--- config.mk ---
export PLATFORM = sky130hd
export DESIGN_NAME = hazard_scoreboard
export DESIGN_NICKNAME = d
export VERILOG_FILES = /design/src/rtl/hazard_scoreboard.sv
export SDC_FILE = /design/constraint.sdc
export NUM_CORES = 1
export LEC_CHECK = 0
export CORE_MARGIN = 4
export CORE_UTILIZATION = 50
export CTS_BUF_LIST = sky130_fd_sc_hd__clkbuf_4 sky130_fd_sc_hd__clkbuf_8
export DETAILED_ROUTE_END_ITERATION = 6
export PLACE_DENSITY = 0.79
export SLEW_MARGIN = 25
export SYNTH_ARGS = -nofsm -noshare
export SYNTH_HDL_FRONTEND = slang
export SYNTH_SLANG_ARGS = --single-unit
--- constraint.sdc ---
create_clock -name clk -period 2.26 [get_ports clk]
set_input_delay 0.565 -clock clk [delete_from_list [all_inputs] [get_ports clk]]
set_output_delay 0.565 -clock clk [all_outputs]
set_load 0.01 [all_outputs]
--- src/rtl/hazard_scoreboard.sv ---
// rtl/hazard_scoreboard.sv - E/M/W hazard, forwarding and flush controller for the 5-stage core.
// Define HAZARD_PERF_CNT_EN to add saturating stall/flush performance counters.
module hazard_scoreboard #(
    parameter int REG_W   = 4,
    parameter int NUM_SRC = 3,
    parameter int PC_REG  = 15
) (
    input  logic                     clk,
    input  logic                     rst,
    input  logic                     dec_valid,
    input  logic [NUM_SRC*REG_W-1:0] dec_src,
    input  logic [NUM_SRC-1:0]       dec_src_used,
    input  logic [REG_W-1:0]         dec_dst,
    input  logic                     dec_reg_write,
    input  logic                     dec_mem_read,
    input  logic                     ex_branch_taken,
    output logic                     stall_f,
    output logic                     stall_d,
    output logic                     flush_d,
    output logic                     flush_e,
    output logic [2*NUM_SRC-1:0]     fwd_sel,
`ifdef HAZARD_PERF_CNT_EN
    output logic [31:0]              perf_stall_cnt,
    output logic [31:0]              perf_flush_cnt,
`endif
    output logic                     busy_pc
);

    localparam logic [REG_W-1:0] LP_PC = REG_W'(PC_REG);

    logic                     r_e_valid, r_e_reg_write, r_e_mem_read;
    logic [REG_W-1:0]         r_e_dst;
    logic [NUM_SRC*REG_W-1:0] r_e_src;
    logic [NUM_SRC-1:0]       r_e_src_used;
    logic                     r_m_valid, r_m_reg_write, r_m_mem_read;
    logic [REG_W-1:0]         r_m_dst;
    logic                     r_w_valid, r_w_reg_write;
    logic [REG_W-1:0]         r_w_dst;

    logic                     w_load_use;
    logic                     w_busy_pc;
    logic                     w_stall_f, w_stall_d, w_flush_d, w_flush_e;
    logic [2*NUM_SRC-1:0]     w_fwd_sel;
    logic [REG_W-1:0]         w_src;

    always_comb begin
        w_load_use = 1'b0;
        w_fwd_sel  = '0;
        w_src      = '0;
        w_busy_pc  = (r_e_valid && r_e_reg_write && r_e_dst == LP_PC) ||
                     (r_m_valid && r_m_reg_write && r_m_dst == LP_PC) ||
                     (r_w_valid && r_w_reg_write && r_w_dst == LP_PC);
        for (int i = 0; i < NUM_SRC; i++) begin
            w_src = dec_src[i*REG_W +: REG_W];
            if (dec_valid && dec_src_used[i] && w_src != LP_PC &&
                r_e_valid && r_e_mem_read && r_e_reg_write && w_src == r_e_dst)
                w_load_use = 1'b1;
        end
        // A matching load in M leaves the operand on the regfile path; the load-use stall keeps it unreachable.
        for (int i = 0; i < NUM_SRC; i++) begin
            w_src = r_e_src[i*REG_W +: REG_W];
            if (rst && r_e_valid && r_e_src_used[i] && w_src != LP_PC) begin
                if (r_m_valid && r_m_reg_write && r_m_dst == w_src)
                    w_fwd_sel[2*i +: 2] = r_m_mem_read ? 2'b00 : 2'b10;
                else if (r_w_valid && r_w_reg_write && r_w_dst == w_src)
                    w_fwd_sel[2*i +: 2] = 2'b01;
            end
        end
    end

    always_comb begin
        w_stall_f = 1'b0;
        w_stall_d = 1'b0;
        w_flush_d = 1'b0;
        w_flush_e = 1'b0;
        if (!rst) begin
            w_flush_d = 1'b1;
            w_flush_e = 1'b1;
        end else if (ex_branch_taken) begin
            w_flush_d = 1'b1;
            w_flush_e = 1'b1;
        end else begin
            w_stall_f = w_load_use || w_busy_pc;
            w_stall_d = w_load_use;
            w_flush_e = w_load_use;
            w_flush_d = w_busy_pc;
        end
    end

    assign stall_f = w_stall_f;
    assign stall_d = w_stall_d;
    assign flush_d = w_flush_d;
    assign flush_e = w_flush_e;
    assign fwd_sel = w_fwd_sel;
    assign busy_pc = rst && w_busy_pc;

    always_ff @(posedge clk) begin
        if (!rst) begin
            r_e_valid <= 1'b0;
            r_m_valid <= 1'b0;
            r_w_valid <= 1'b0;
        end else begin
            r_w_valid     <= r_m_valid;
            r_w_dst       <= r_m_dst;
            r_w_reg_write <= r_m_reg_write;
            r_m_valid     <= r_e_valid;
            r_m_dst       <= r_e_dst;
            r_m_reg_write <= r_e_reg_write;
            r_m_mem_read  <= r_e_mem_read;
            r_e_valid     <= dec_valid && !w_flush_e;
            r_e_dst       <= dec_dst;
            r_e_reg_write <= dec_reg_write;
            r_e_mem_read  <= dec_mem_read;
            r_e_src       <= dec_src;
            r_e_src_used  <= dec_src_used;
        end
    end

`ifdef HAZARD_PERF_CNT_EN
    logic [31:0] r_stall_cnt, r_flush_cnt;

    always_ff @(posedge clk) begin
        if (!rst) begin
            r_stall_cnt <= '0;
            r_flush_cnt <= '0;
        end else begin
            if (w_stall_f && r_stall_cnt != 32'hFFFF_FFFF)
                r_stall_cnt <= r_stall_cnt + 32'd1;
            if ((w_flush_d || w_flush_e) && r_flush_cnt != 32'hFFFF_FFFF)
                r_flush_cnt <= r_flush_cnt + 32'd1;
        end
    end

    assign perf_stall_cnt = r_stall_cnt;
    assign perf_flush_cnt = r_flush_cnt;
`endif

endmodule

Word level (Yosys, flattened, before mapping)
Cells that the tools add are included.
W data, S select, Z words.
{"block": "word_totals", "input_bits": 25, "wordCells": 95, "reg_bits": 35, "output_inout_bits": 11}
{"block": "op_classes", "eq_ne": 18, "reduce_logical": 43, "muxes": 21}
{"op": "$logic_and A1 B1 Y1", "n": 39}
{"op": "$eq A4 B4 Y1", "n": 9}
{"op": "$ne A4 B4 Y1 const B", "n": 6}
{"op": "$mux W1", "n": 14}
{"op": "$mux W2", "n": 7}
{"op": "$eq A4 B4 Y1 const B", "n": 3}
{"op": "$logic_or A1 B1 Y1", "n": 3}
{"op": "$logic_not A1 Y1", "n": 1}

Longest topological paths before layout
Gate-level depths: netlist of the first run.
{"block": "logic_depth", "word_depth": 13, "ltp_mapped": 6}

Worst setup path before layout of the first run
No wires, ideal clock.
{"block": "synth_timing", "path_kind": "input -> output", "startpoint": "input port rst", "endpoint": "output port fwd_sel[2]", "stages": 4, "arrival_time_ns": 1.706, "slack_ns": -0.011, "path_cell_list": "and2_4 > nand3_1 > or4_1 > nor4_1"}
{"block": "synth_via", "elab_chain_cells": 4}
{"item": "start: declaration", "line_no": "9", "source": "input logic rst,"}
{"item": "$logic_and A1 B1 Y1 (3 in a row)", "line_no": "62", "source": "if (rst && r_e_valid && r_e_src_used[i] && w_src != LP_PC) begin"}
{"item": "$mux W2", "line_no": "62"}
{"item": "end: declaration", "line_no": "21", "source": "output logic [2*NUM_SRC-1:0] fwd_sel,"}
Every way passes these cells.

Worst setup path after layout of the first run
{"block": "layout_timing", "startpoint": "register r_e_src[0]", "endpoint": "output port fwd_sel[0]"}
{"block": "layout_via", "elab_chain_cells": 5, "word_cells_on_any_way": 9, "classes_between": "3 x eq/ne; 3 x mux; 3 x reduce/logical"}
{"item": "start: declaration", "line_no": "33", "source": "logic [NUM_SRC*REG_W-1:0] r_e_src;"}
{"item": "start signal: assignment", "line_no": "114", "source": "r_e_src <= dec_src;"}
{"item": "$eq A4 B4 Y1", "line_no": "65", "source": "else if (r_w_valid && r_w_reg_write && r_w_dst == w_src)"}
{"item": "$logic_and A1 B1 Y1", "line_no": "65"}
{"item": "$mux W1", "line_no": "65"}
{"item": "$mux W2", "line_no": "63", "source": "if (r_m_valid && r_m_reg_write && r_m_dst == w_src)"}
{"item": "$mux W2 *", "line_no": "62"}
Every way passes the cells marked *; elsewhere a longest branch is shown, timed or not.

==> qor.yml, run 1 <==
logic_synthesis:
  synth_top_area_frac: 0.577
  seq_area_frac_synth: 0.613
  ys_types: 23
  ys_ff_latch: 35
  syn_area_um2: 1670
  syn_nets: 153
  synth.area.top_cells: "edfxtp_1, xor2_1, xnor2_1"
  synth_cells: 128
  syn_avg_cell_area_um2: 13.0
  yosys_warnings: 0
  yosysTopAreaCell: "edfxtp_1"
global_route:
  gr-total-overflow: 0
  antenna_found_initial: 0
  grt_pass1_wl_um: 7300
  grt_pass1_vias: 1456
  grt_usage: 0.229
  grt_max_degree: 37
layout:
  area_delta_synth_final_pct: 58.6
  postLayoutCoreUtil: 0.845
  nets: 244
  drive_gt1_frac: 0.445
  diodes: 0
  nFillCells: 174
  final_area_um2: 2640
clocking:
  cts_hold_buf: 0
  cts_tree: "done"
  clkTransAtPathRegs_ns: 0.10
  clock_sinks: 35
  cts_buffer_depth: 2
  cts_buffers: 5
  cts_root_buf: "clkbuf_4"
  htreeDepth: 2
  clk_latency_ns: 0.33
floorplanning:
  die_h_um: 65.7
  die_w_um: 65.7
  start_util: 0.533
  core_area_um2: 3130
  die-area_um2: 4320
  io_pins: 36
  rows: 20
sta:
  fin_crit_ns: 2.62
  fin_crit_sh: 1.16
  setup_viol: 9
  worst_slew_pin_slew_ns: 0.429
  rsz0062_at_grt: "yes"
  max_slew_margin: 0.714
  maxSlewViolCount: 0
  setup_ws_ns: -0.359
  clock_skew_ns: 0.00510
  max_freq_ghz: 0.382
  finalHoldViolCount: 0
pwr:
  p_leak_nw: 1.04
  power_switching_mw: 0.362
  clkPwrFrac: 0.248
  power.share.switching: 0.252
  intPower_mw: 1.08
  seq_power_share: 0.553
  p_comb_frac: 0.199
  peakVddDrop_mv: 0.495
  p_per_area_nw_per_um2: 545
placed_design:
  place_ws_ns: -1.03
  gp_congestion: 0.903
  port_buffers: 35
  dpl_cell_area_um2: 2300
  hpwlAfterDp_um: 2830
setup_path:
  critPathMaxFanout: 3
  cp-start-kind: "flop"
  startpoint: "r_e_src[0]"
  reg2reg_from: "r_e_dst[3]"
  required_ns: 1.69
  cp-end-kind: "output port"
  criticalPathCategory: "reg2out"
  cp.arrival_ns: 2.05
drt:
  vias: 1425
  drt-total-wl_um: 4710
  drt_iter0_drc: 95
  ant_nets: 0
  route.detailed.drc: 0
  wire_per_inst_um: 17.8
  viasPerCell: 5.40
  dr.pass1.iters: 4
worst_hold_path:
  hp-class: "reg2reg"
  hold_path_startpoint: "r_m_reg_write"
run_status:
  outcome: "finished, violations left"
  violations: "negative setup slack"
flow_run:
  cap_violations: 0
## cells in the final DEF, fill, tap and decap left out
cell / netlist / layout
xnor2_2: 0 / 5
nand3_1: 6 / 4
nand4_1: 8 / 8
nand3_2: 1 / 3
nand2_1: 8 / 8
nor3_2: 0 / 5
buf_4: 0 / 39
clkdlybuf4s15_2: 0 / 1
and2_1: 1 / 1
nor4_4: 0 / 3
buf_6: 0 / 11
nor4b_2: 0 / 1
nor3_1: 7 / 2
or2b_1: 1 / 1
clkbuf_4: 0 / 8
clkbuf_2: 0 / 1
a31oi_1: 2 / 2
buf_2: 1 / 10
edfxtp_1: 32 / 32
or4_4: 0 / 3
dfxtp_1: 3 / 3
o2111a_1: 2 / 2
nor2b_1: 2 / 2
xor2_1: 20 / 18
xor2_2: 0 / 2
clkdlybuf4s15_1: 0 / 1
nor4_2: 1 / 1
clkdlybuf4s50_1: 0 / 10
nor2_2: 0 / 1
nor2_1: 7 / 6
and2_4: 1 / 1
dlygate4sd2_1: 0 / 12
xnor2_1: 14 / 9
nor3b_2: 0 / 3
and3_1: 1 / 1
## power groups by stage
| stage | Sequential (mW) | Combinational [mW] | Clock, mW |
|---|---|---|---|
| after global placement | 0.814 | 0.198 | 0 |
| after floorplan | 0.812 | 0.0770 | 0 |
| final | 0.796 | 0.286 | 0.357 |
| after CTS | 0.793 | 0.255 | 0.364 |
| after global routing | 0.800 | 0.305 | 0.400 |
| after detailed placement | 0.815 | 0.204 | 0 |
## layout make-up
type / count / area [µm²] / share of cell area
flip-flops and latches: 35 / 1020 / 0.386
repair buffers: 85 / 698 / 0.264
well taps: 44 / 55.1 / 0.0208
multi-input cells: 92 / 808 / 0.306
clock buffers: 8 / 60.1 / 0.0227
## kinds of logic after synthesis
| group | after synthesis | synth area share |
|---|---|---|
| simple gates | 54 | 0.185 |
| flops | 35 | 0.613 |
| xor+xnor | 34 | 0.179 |
| compound gates | 4 | 0.0210 |
| buf+inv | 1 | 0.00300 |
## metal layers
layer | global-route usage | vias to the layer above | share of wire
met5 | 0 | - | 0
met3 | 0.0615 | 8 | 0.063
met2 | 0.418 | 70 | 0.54
met4 | 0.0466 | 0 | 0.012
li1 | - | 659 | -
met1 | 0.267 | 688 | 0.38
## critical path: stages (launching register included)
cell	delay, ns
edfxtp_1	0.48
buf_4	0.18
xor2_1	0.16
or4_4	0.49
nor4_4	0.25
buf_2	0.17
## path summary, 6_finish.rpt
kind	slack, ns	end	cells past startpoint
setup / recovery	-0.36	fwd_sel[0]	5
hold / removal	0.46	r_w_reg_write	0
setup reg to reg	0.67	r_e_valid	7
hold reg to reg	0.46	r_w_reg_write	0
## cell usage after synthesis (all sizes together)
cell type / number
nand2: 8
a31oi: 2
nor2b: 2
xnor2: 14
and3: 1
nor4b: 1
o2111a: 2
nor3: 7
nand4: 8
and2: 2
buf: 1
nor4: 4
dfxtp: 3
xor2: 20
nor2: 7
or2b: 1
nand3: 7
nor3b: 3
edfxtp: 32
or4: 3
## through the flow
stage	cells	hold slack [ns]	power (mW)	setup TNS, ns
3_5_place_dp	235	0.446	1.02	-8.19
5_1_grt	264	0.479	1.51	-2.69
6_report	264	0.459	1.44	-1.57
3_3_place_gp	235	0.437	1.01	-7.60
2_1_floorplan	128	0.421	0.889	0
4_1_cts	260	0.469	1.41	-1.78
## state kept, by name (all words and copies together), names as in the netlist, 3 cells and up
register and cells:
r_m_dst 4, r_e_src 12, r_w_dst 4, r_e_dst 4
r_e_src_used 3
## what timing repair did
item                       CTS  global route
setup endpoints to repair   11            11
gates resized for setup     84            12
pin swaps                   15             9
buffers inserted            17             5
gates cloned                 0             0
No activity file was read; power rests on OpenSTA's default activity.
==> inputs of run 2 (changes only) <==
==> constraint.sdc (replaced) <==
create_clock -name clk -period 2.26 [get_ports clk]
set_input_delay 0.452 -clock clk [delete_from_list [all_inputs] [get_ports clk]]
set_output_delay 0.452 -clock clk [all_outputs]
set_load 0.01 [all_outputs]
==> qor.yml, run 2 (synthesis gave the netlist of run 1 again) <==
run_status:
  outcome: "finished, violations left"  # unchanged
  violations: "negative setup slack"  # unchanged
clocking:
  clkTransAtPathRegs_ns: 0.10  # about the same
  cts_buffers: 5  # unchanged
  cts_tree: "done"  # unchanged
  cts_root_buf: "clkbuf_4"  # unchanged
  clock_sinks: 35  # unchanged
  htreeDepth: 2  # unchanged
  cts_buffer_depth: 2  # unchanged
  clk_latency_ns: 0.34  # was 0.33 ns
layout:
  layout_common_cells: "buf_4, edfxtp_1, xor2_1, clkdlybuf4s50_1, buf_6"  # was buf_4, edfxtp_1, xor2_1
  seqCellArea_um2: 1020  # unchanged
  diodes: 0  # unchanged
  multi_input_area_um2: 835  # was 808 µm²
  regMostFlops: "r_e_src"  # unchanged
  area_delta_synth_final_pct: 59.1  # was 58.6%
  final_common_cell: "buf_4"  # unchanged
  largest_reg_flops: 12  # unchanged
  nets: 239  # was 244
  final_area_um2: 2650  # was 2640 µm²
  drive_gt1_frac: 0.428  # was 0.445
  nFillCells: 158  # was 174
global_route:
  antenna_found_initial: 0  # unchanged
  gr-total-overflow: 0  # unchanged
  grt_usage: 0.225  # was 0.229
  grt_max_degree: 37  # unchanged
  grt_pass1_vias: 1465  # was 1,456
  grt_pass1_wl_um: 7040  # was 7300 µm
floorplanning:
  start_util: 0.533  # unchanged
  die_h_um: 65.7  # unchanged
  rows: 20  # unchanged
  die-area_um2: 4320  # unchanged
  core_area_um2: 3130  # unchanged
  die_w_um: 65.7  # unchanged
  io_pins: 36  # unchanged
drt:
  vias: 1402  # was 1,425
  wire_per_inst_um: 19.4  # was 17.8 µm
  ant_nets: 0  # unchanged
  dr.pass1.iters: 5  # was 4
  drt-total-wl_um: 5030  # was 4710 µm
  viasPerCell: 5.41  # was 5.40
  drt_iter0_drc: 63  # was 95
  route.detailed.drc: 0  # unchanged
setup_path:
  cp-end-kind: "output port"  # unchanged
  cp-start-kind: "flop"  # unchanged
  cp_slowest_cell: "or4_4"  # unchanged
  criticalPathCategory: "reg2out"  # unchanged
  reg2reg_from: "r_e_dst[3]"  # unchanged
  rr_worst_depth: 7  # unchanged
  cp.arrival_ns: 2.07  # was 2.05 ns
  r2r-end: "r_e_valid"  # unchanged
  required_ns: 1.81  # was 1.69 ns
  worst_path_largest_cell_delay_ns: 0.49  # about the same
  critPathMaxFanout: 2  # was 3
  rrSetupSlack_ns: 0.61  # was 0.67 ns
  path_cells: "buf_6 -> nand4_1 -> nand3_2 -> or4_4 -> nor4_2 -> buf_2"  # was buf_4 -> xor2_1 -> or4_4 -> nor4_4 -> buf_2
pwr:
  peakVddDrop_mv: 0.577  # was 0.495 mV
  p_per_area_nw_per_um2: 562  # was 545 nW/µm²
  p_leak_nw: 1.03  # was 1.04 nW
  total_power_mw: 1.49  # was 1.44 mW
worst_hold_path:
  min_to: "r_w_reg_write"  # unchanged
  hold_path_startpoint: "r_m_reg_write"  # unchanged
  hold-path-cell-count: 0  # unchanged
  hp-class: "reg2reg"  # unchanged
sta:
  maxSlewViolCount: 0  # unchanged
  fin_crit_sh: 1.11  # was 1.16
  fin_setup_tns_ns: -1.15  # was -1.57 ns
  finalHoldViolCount: 0  # unchanged
  fin_crit_ns: 2.52  # was 2.62 ns
  max_slew_margin: 0.717  # was 0.714
  rsz0062_at_grt: "yes"  # unchanged
  clock_skew_ns: 0.00815  # was 0.00510 ns
  setup_viol: 8  # was 9
  max_freq_ghz: 0.397  # was 0.382 GHz
  worst_slew_pin_slew_ns: 0.424  # was 0.429 ns
  setup_ws_ns: -0.259  # was -0.359 ns
placed_design:
  gp_congestion: 0.837  # was 0.903
  dpl_cell_area_um2: 2250  # was 2300 µm²
  port_buffers: 35  # unchanged
  hpwlAfterDp_um: 2900  # was 2830 µm
flow_run:
  cap_violations: 0  # unchanged
-- run 2: cell count changes in the layout (fill, tap and decap cells not counted), moves of 3 or more --
cell	previous run	this run
xnor2_1	9	6
clkdlybuf4s50_1	10	19
buf_4	39	34
dlygate4sd2_1	12	6
-- run 2: final cells by class --
| cell class | count | area share |
|---|---|---|
| clock buffers | 7 | 0.0222 |
| flip-flops and latches | 35 | 0.385 |
| repair buffers | 80 | 0.255 |
| multi-input cells | 92 | 0.315 |
| clock inverters | 1 | 0.00189 |
| well taps | 44 | 0.0208 |
-- run 2: report_power, final --
group / total [mW] / internal (mW) / switching (mW)
clock network: 0.377 / 0.163 / 0.214
registers: 0.800 / 0.760 / 0.0405
logic: 0.312 / 0.174 / 0.138
-- run 2: routing by layer --
metal / vias up / track usage / routed length (µm)
met5: - / 0 / 0
met4: 0 / 0.0855 / 118
met3: 15 / 0.0530 / 276
met2: 64 / 0.417 / 2830
met1: 669 / 0.243 / 1810
li1: 654 / - / -
-- run 2: per-stage QoR --
stage / setup WS (ns) / instances / utilization / hold slack (ns)
detailed placement: -0.800 / 230 / 0.718 / 0.440
finish: -0.259 / 259 / 0.848 / 0.488
global route: -0.398 / 259 / 0.848 / 0.500
floorplan: 0.215 / 128 / - / 0.421
CTS: -0.197 / 256 / 0.799 / 0.462
global placement: -0.719 / 230 / 0.718 / 0.439
-- run 2: timing repair --
item	CTS	global route
resized for setup	63	25
pin swaps	18	10
hold buffers	0	0
hold endpoints to repair	0	0
buffers inserted	18	6
endpoints found under the setup margin	11	11
-- run 2: worst max path at each step --
stage               startpoint         end  slack, ns  depth (start not counted)
finish              r_e_src[0]  fwd_sel[0]      -0.26                          6
global route        r_e_src[9]  fwd_sel[4]      -0.40                          5
CTS                 r_e_src[0]  fwd_sel[0]      -0.20                          5
detailed placement         rst  fwd_sel[0]      -0.80                          6
global placement           rst  fwd_sel[0]      -0.72                          6
floorplan                  rst  fwd_sel[2]       0.22                          4
-- run 2: worst max-delay path, delay by kind of cell (launching register included) --
kind / cells / cell delay [ns]
and+or+nand+nor: 4 / 0.95
DFF: 1 / 0.46
buffers and inverters: 2 / 0.33
==> inputs of run 3 (changes only) <==
Settings changed: RECOVER_POWER set to 25.
==> qor.yml, run 3 (synthesis gave the netlist of run 1 again) <==
floorplanning:
  die_h_um: 65.7  # unchanged
  die_w_um: 65.7  # unchanged
  die-area_um2: 4320  # unchanged
  core_area_um2: 3130  # unchanged
  start_util: 0.533  # unchanged
  rows: 20  # unchanged
  io_pins: 36  # unchanged
global_route:
  grt_pass1_wl_um: 7040  # unchanged
  gr-total-overflow: 0  # unchanged
  grt_max_degree: 37  # unchanged
  grt_pass1_vias: 1465  # unchanged
  antenna_found_initial: 0  # unchanged
  grt_usage: 0.225  # unchanged
worst_hold_path:
  hp-class: "reg2reg"  # unchanged
clocking:
  clk_latency_ns: 0.34  # about the same
  clock_sinks: 35  # unchanged
  clkTransAtPathRegs_ns: 0.11  # was 0.10 ns
  cts_hold_buf: 0  # unchanged
  cts_buffer_depth: 2  # unchanged
  cts_buffers: 5  # unchanged
  htreeDepth: 2  # unchanged
  cts_tree: "done"  # unchanged
  cts_root_buf: "clkbuf_4"  # unchanged
pwr:
  p_leak_nw: 1.03  # about the same
  total_power_mw: 1.49  # about the same
  p_per_area_nw_per_um2: 561  # was 562 nW/µm²
  peakVddDrop_mv: 0.580  # was 0.577 mV
setup_path:
  worst_path_largest_cell_delay_ns: 0.49  # about the same
  cp.arrival_ns: 2.07  # about the same
  criticalPathCategory: "reg2out"  # unchanged
  cp-start-kind: "flop"  # unchanged
  critPathMaxFanout: 2  # unchanged
  cp_slowest_cell: "or4_4"  # unchanged
  cp-end-kind: "output port"  # unchanged
  required_ns: 1.81  # about the same
  path_cells: "buf_6 -> nand4_1 -> nand3_2 -> or4_4 -> nor4_2 -> buf_2"  # unchanged
drt:
  dr.pass1.iters: 5  # unchanged
  top_layer: "met4"  # unchanged
  wl_met2_um: 2830  # about the same
  route.detailed.drc: 0  # unchanged
  wire_per_inst_um: 19.4  # about the same
  drt_iter0_drc: 63  # unchanged
  viasPerCell: 5.42  # was 5.41
  wl_met3_um: 274  # was 276 µm
  vias: 1404  # was 1,402
  ant_nets: 0  # unchanged
  wl_met1_um: 1810  # about the same
  drt-total-wl_um: 5030  # about the same
run_status:
  outcome: "finished, violations left"  # unchanged
  violations: "negative setup slack"  # unchanged
sta:
  fin_crit_ns: 2.52  # about the same
  max_freq_ghz: 0.397  # about the same
  clock_skew_ns: 0.00936  # was 0.00815 ns
  setup_viol: 8  # unchanged
  worst_slew_pin_slew_ns: 0.425  # was 0.424 ns
  maxSlewViolCount: 0  # unchanged
  fin_crit_sh: 1.11  # about the same
  max_slew_margin: 0.717  # about the same
  rsz0062_at_grt: "yes"  # unchanged
  setup_ws_ns: -0.258  # was -0.259 ns
  finalHoldViolCount: 0  # unchanged
layout:
  diodes: 0  # unchanged
  postLayoutCoreUtil: 0.848  # unchanged
  final_common_cell: "buf_4"  # unchanged
  nets: 239  # unchanged
  drive_gt1_frac: 0.428  # unchanged
  multi_input_area_um2: 835  # unchanged
  seqCellArea_um2: 1020  # unchanged
  largest_reg_flops: 12  # unchanged
  area_delta_synth_final_pct: 59.1  # unchanged
  regMostFlops: "r_e_src"  # unchanged
  layout_common_cells: "buf_4, edfxtp_1, xor2_1"  # was buf_4, edfxtp_1, xor2_1, clkdlybuf4s50_1, buf_6
  nFillCells: 158  # unchanged
placed_design:
  port_buffers: 35  # unchanged
  gp_congestion: 0.837  # unchanged
  hpwlAfterDp_um: 2900  # unchanged
flow_run:
  cap_violations: 0  # unchanged
==> run 3: cell count changes in the layout (fill, tap and decap cells not counted), sizes merged <==
cell	change
clkdlybuf4s50	-9
dlygate4sd3	+9
==> run 3: critical path, delay by kind of cell (launching register included) <==
family	cells	cell delay, ns
and+or+nand+nor	4	0.95
DFF	1	0.46
buffers and inverters	2	0.33
==> run 3: final timing paths <==
kind,startpoint,endpoint,slack (ns),cells past startpoint
setup / recovery,r_e_src[0],fwd_sel[0],-0.26,6
hold / removal,r_m_reg_write,r_w_reg_write,0.49,0
setup reg to reg,r_e_dst[3],r_e_valid,0.61,7
hold reg to reg,r_m_reg_write,r_w_reg_write,0.49,0
==> run 3: repair_timing <==
action,in CTS,in global routing
setup endpoints to repair,11,11
pin swaps,18,10
resized for setup,63,25
setup buffers,18,6
==> run 3: where the power goes <==
| part | switching, mW | total, mW | internal, mW | leakage, nW |
|---|---|---|---|---|
| Combinational | 0.138 | 0.309 | 0.171 | 0.655 |
| Clock | 0.214 | 0.377 | 0.163 | 0.0387 |
| Sequential | 0.0405 | 0.800 | 0.760 | 0.338 |
| Total | 0.393 | 1.49 | 1.09 | 1.03 |
==> run 3: metrics by stage <==
stage          hold slack [ns]  worst slack (ns)  instance area, µm²  setup TNS, ns  cells
6_report                 0.488            -0.258                2650          -1.14    259
5_1_grt                  0.500            -0.398                2650          -2.24    259
4_1_cts                  0.462            -0.197                2500         -0.777    256
3_5_place_dp             0.440            -0.800                2250          -5.65    230
3_3_place_gp             0.439            -0.719                2250          -5.13    230
2_1_floorplan            0.421             0.215                1670              0    128
==> run 3: cell type report <==
class,count,area share
clock buffer,7,0.0222
clock inverter,1,0.00189
multi-input combinational,92,0.315
sequential,35,0.385
tap,44,0.0208
timing repair buffer,80,0.255
==> run 3: routing by layer <==
metal	vias up	global-route usage
met5	-	0
met4	0	0.0855
met3	15	0.0530
met2	64	0.417
met1	670	0.243
li1	655	-
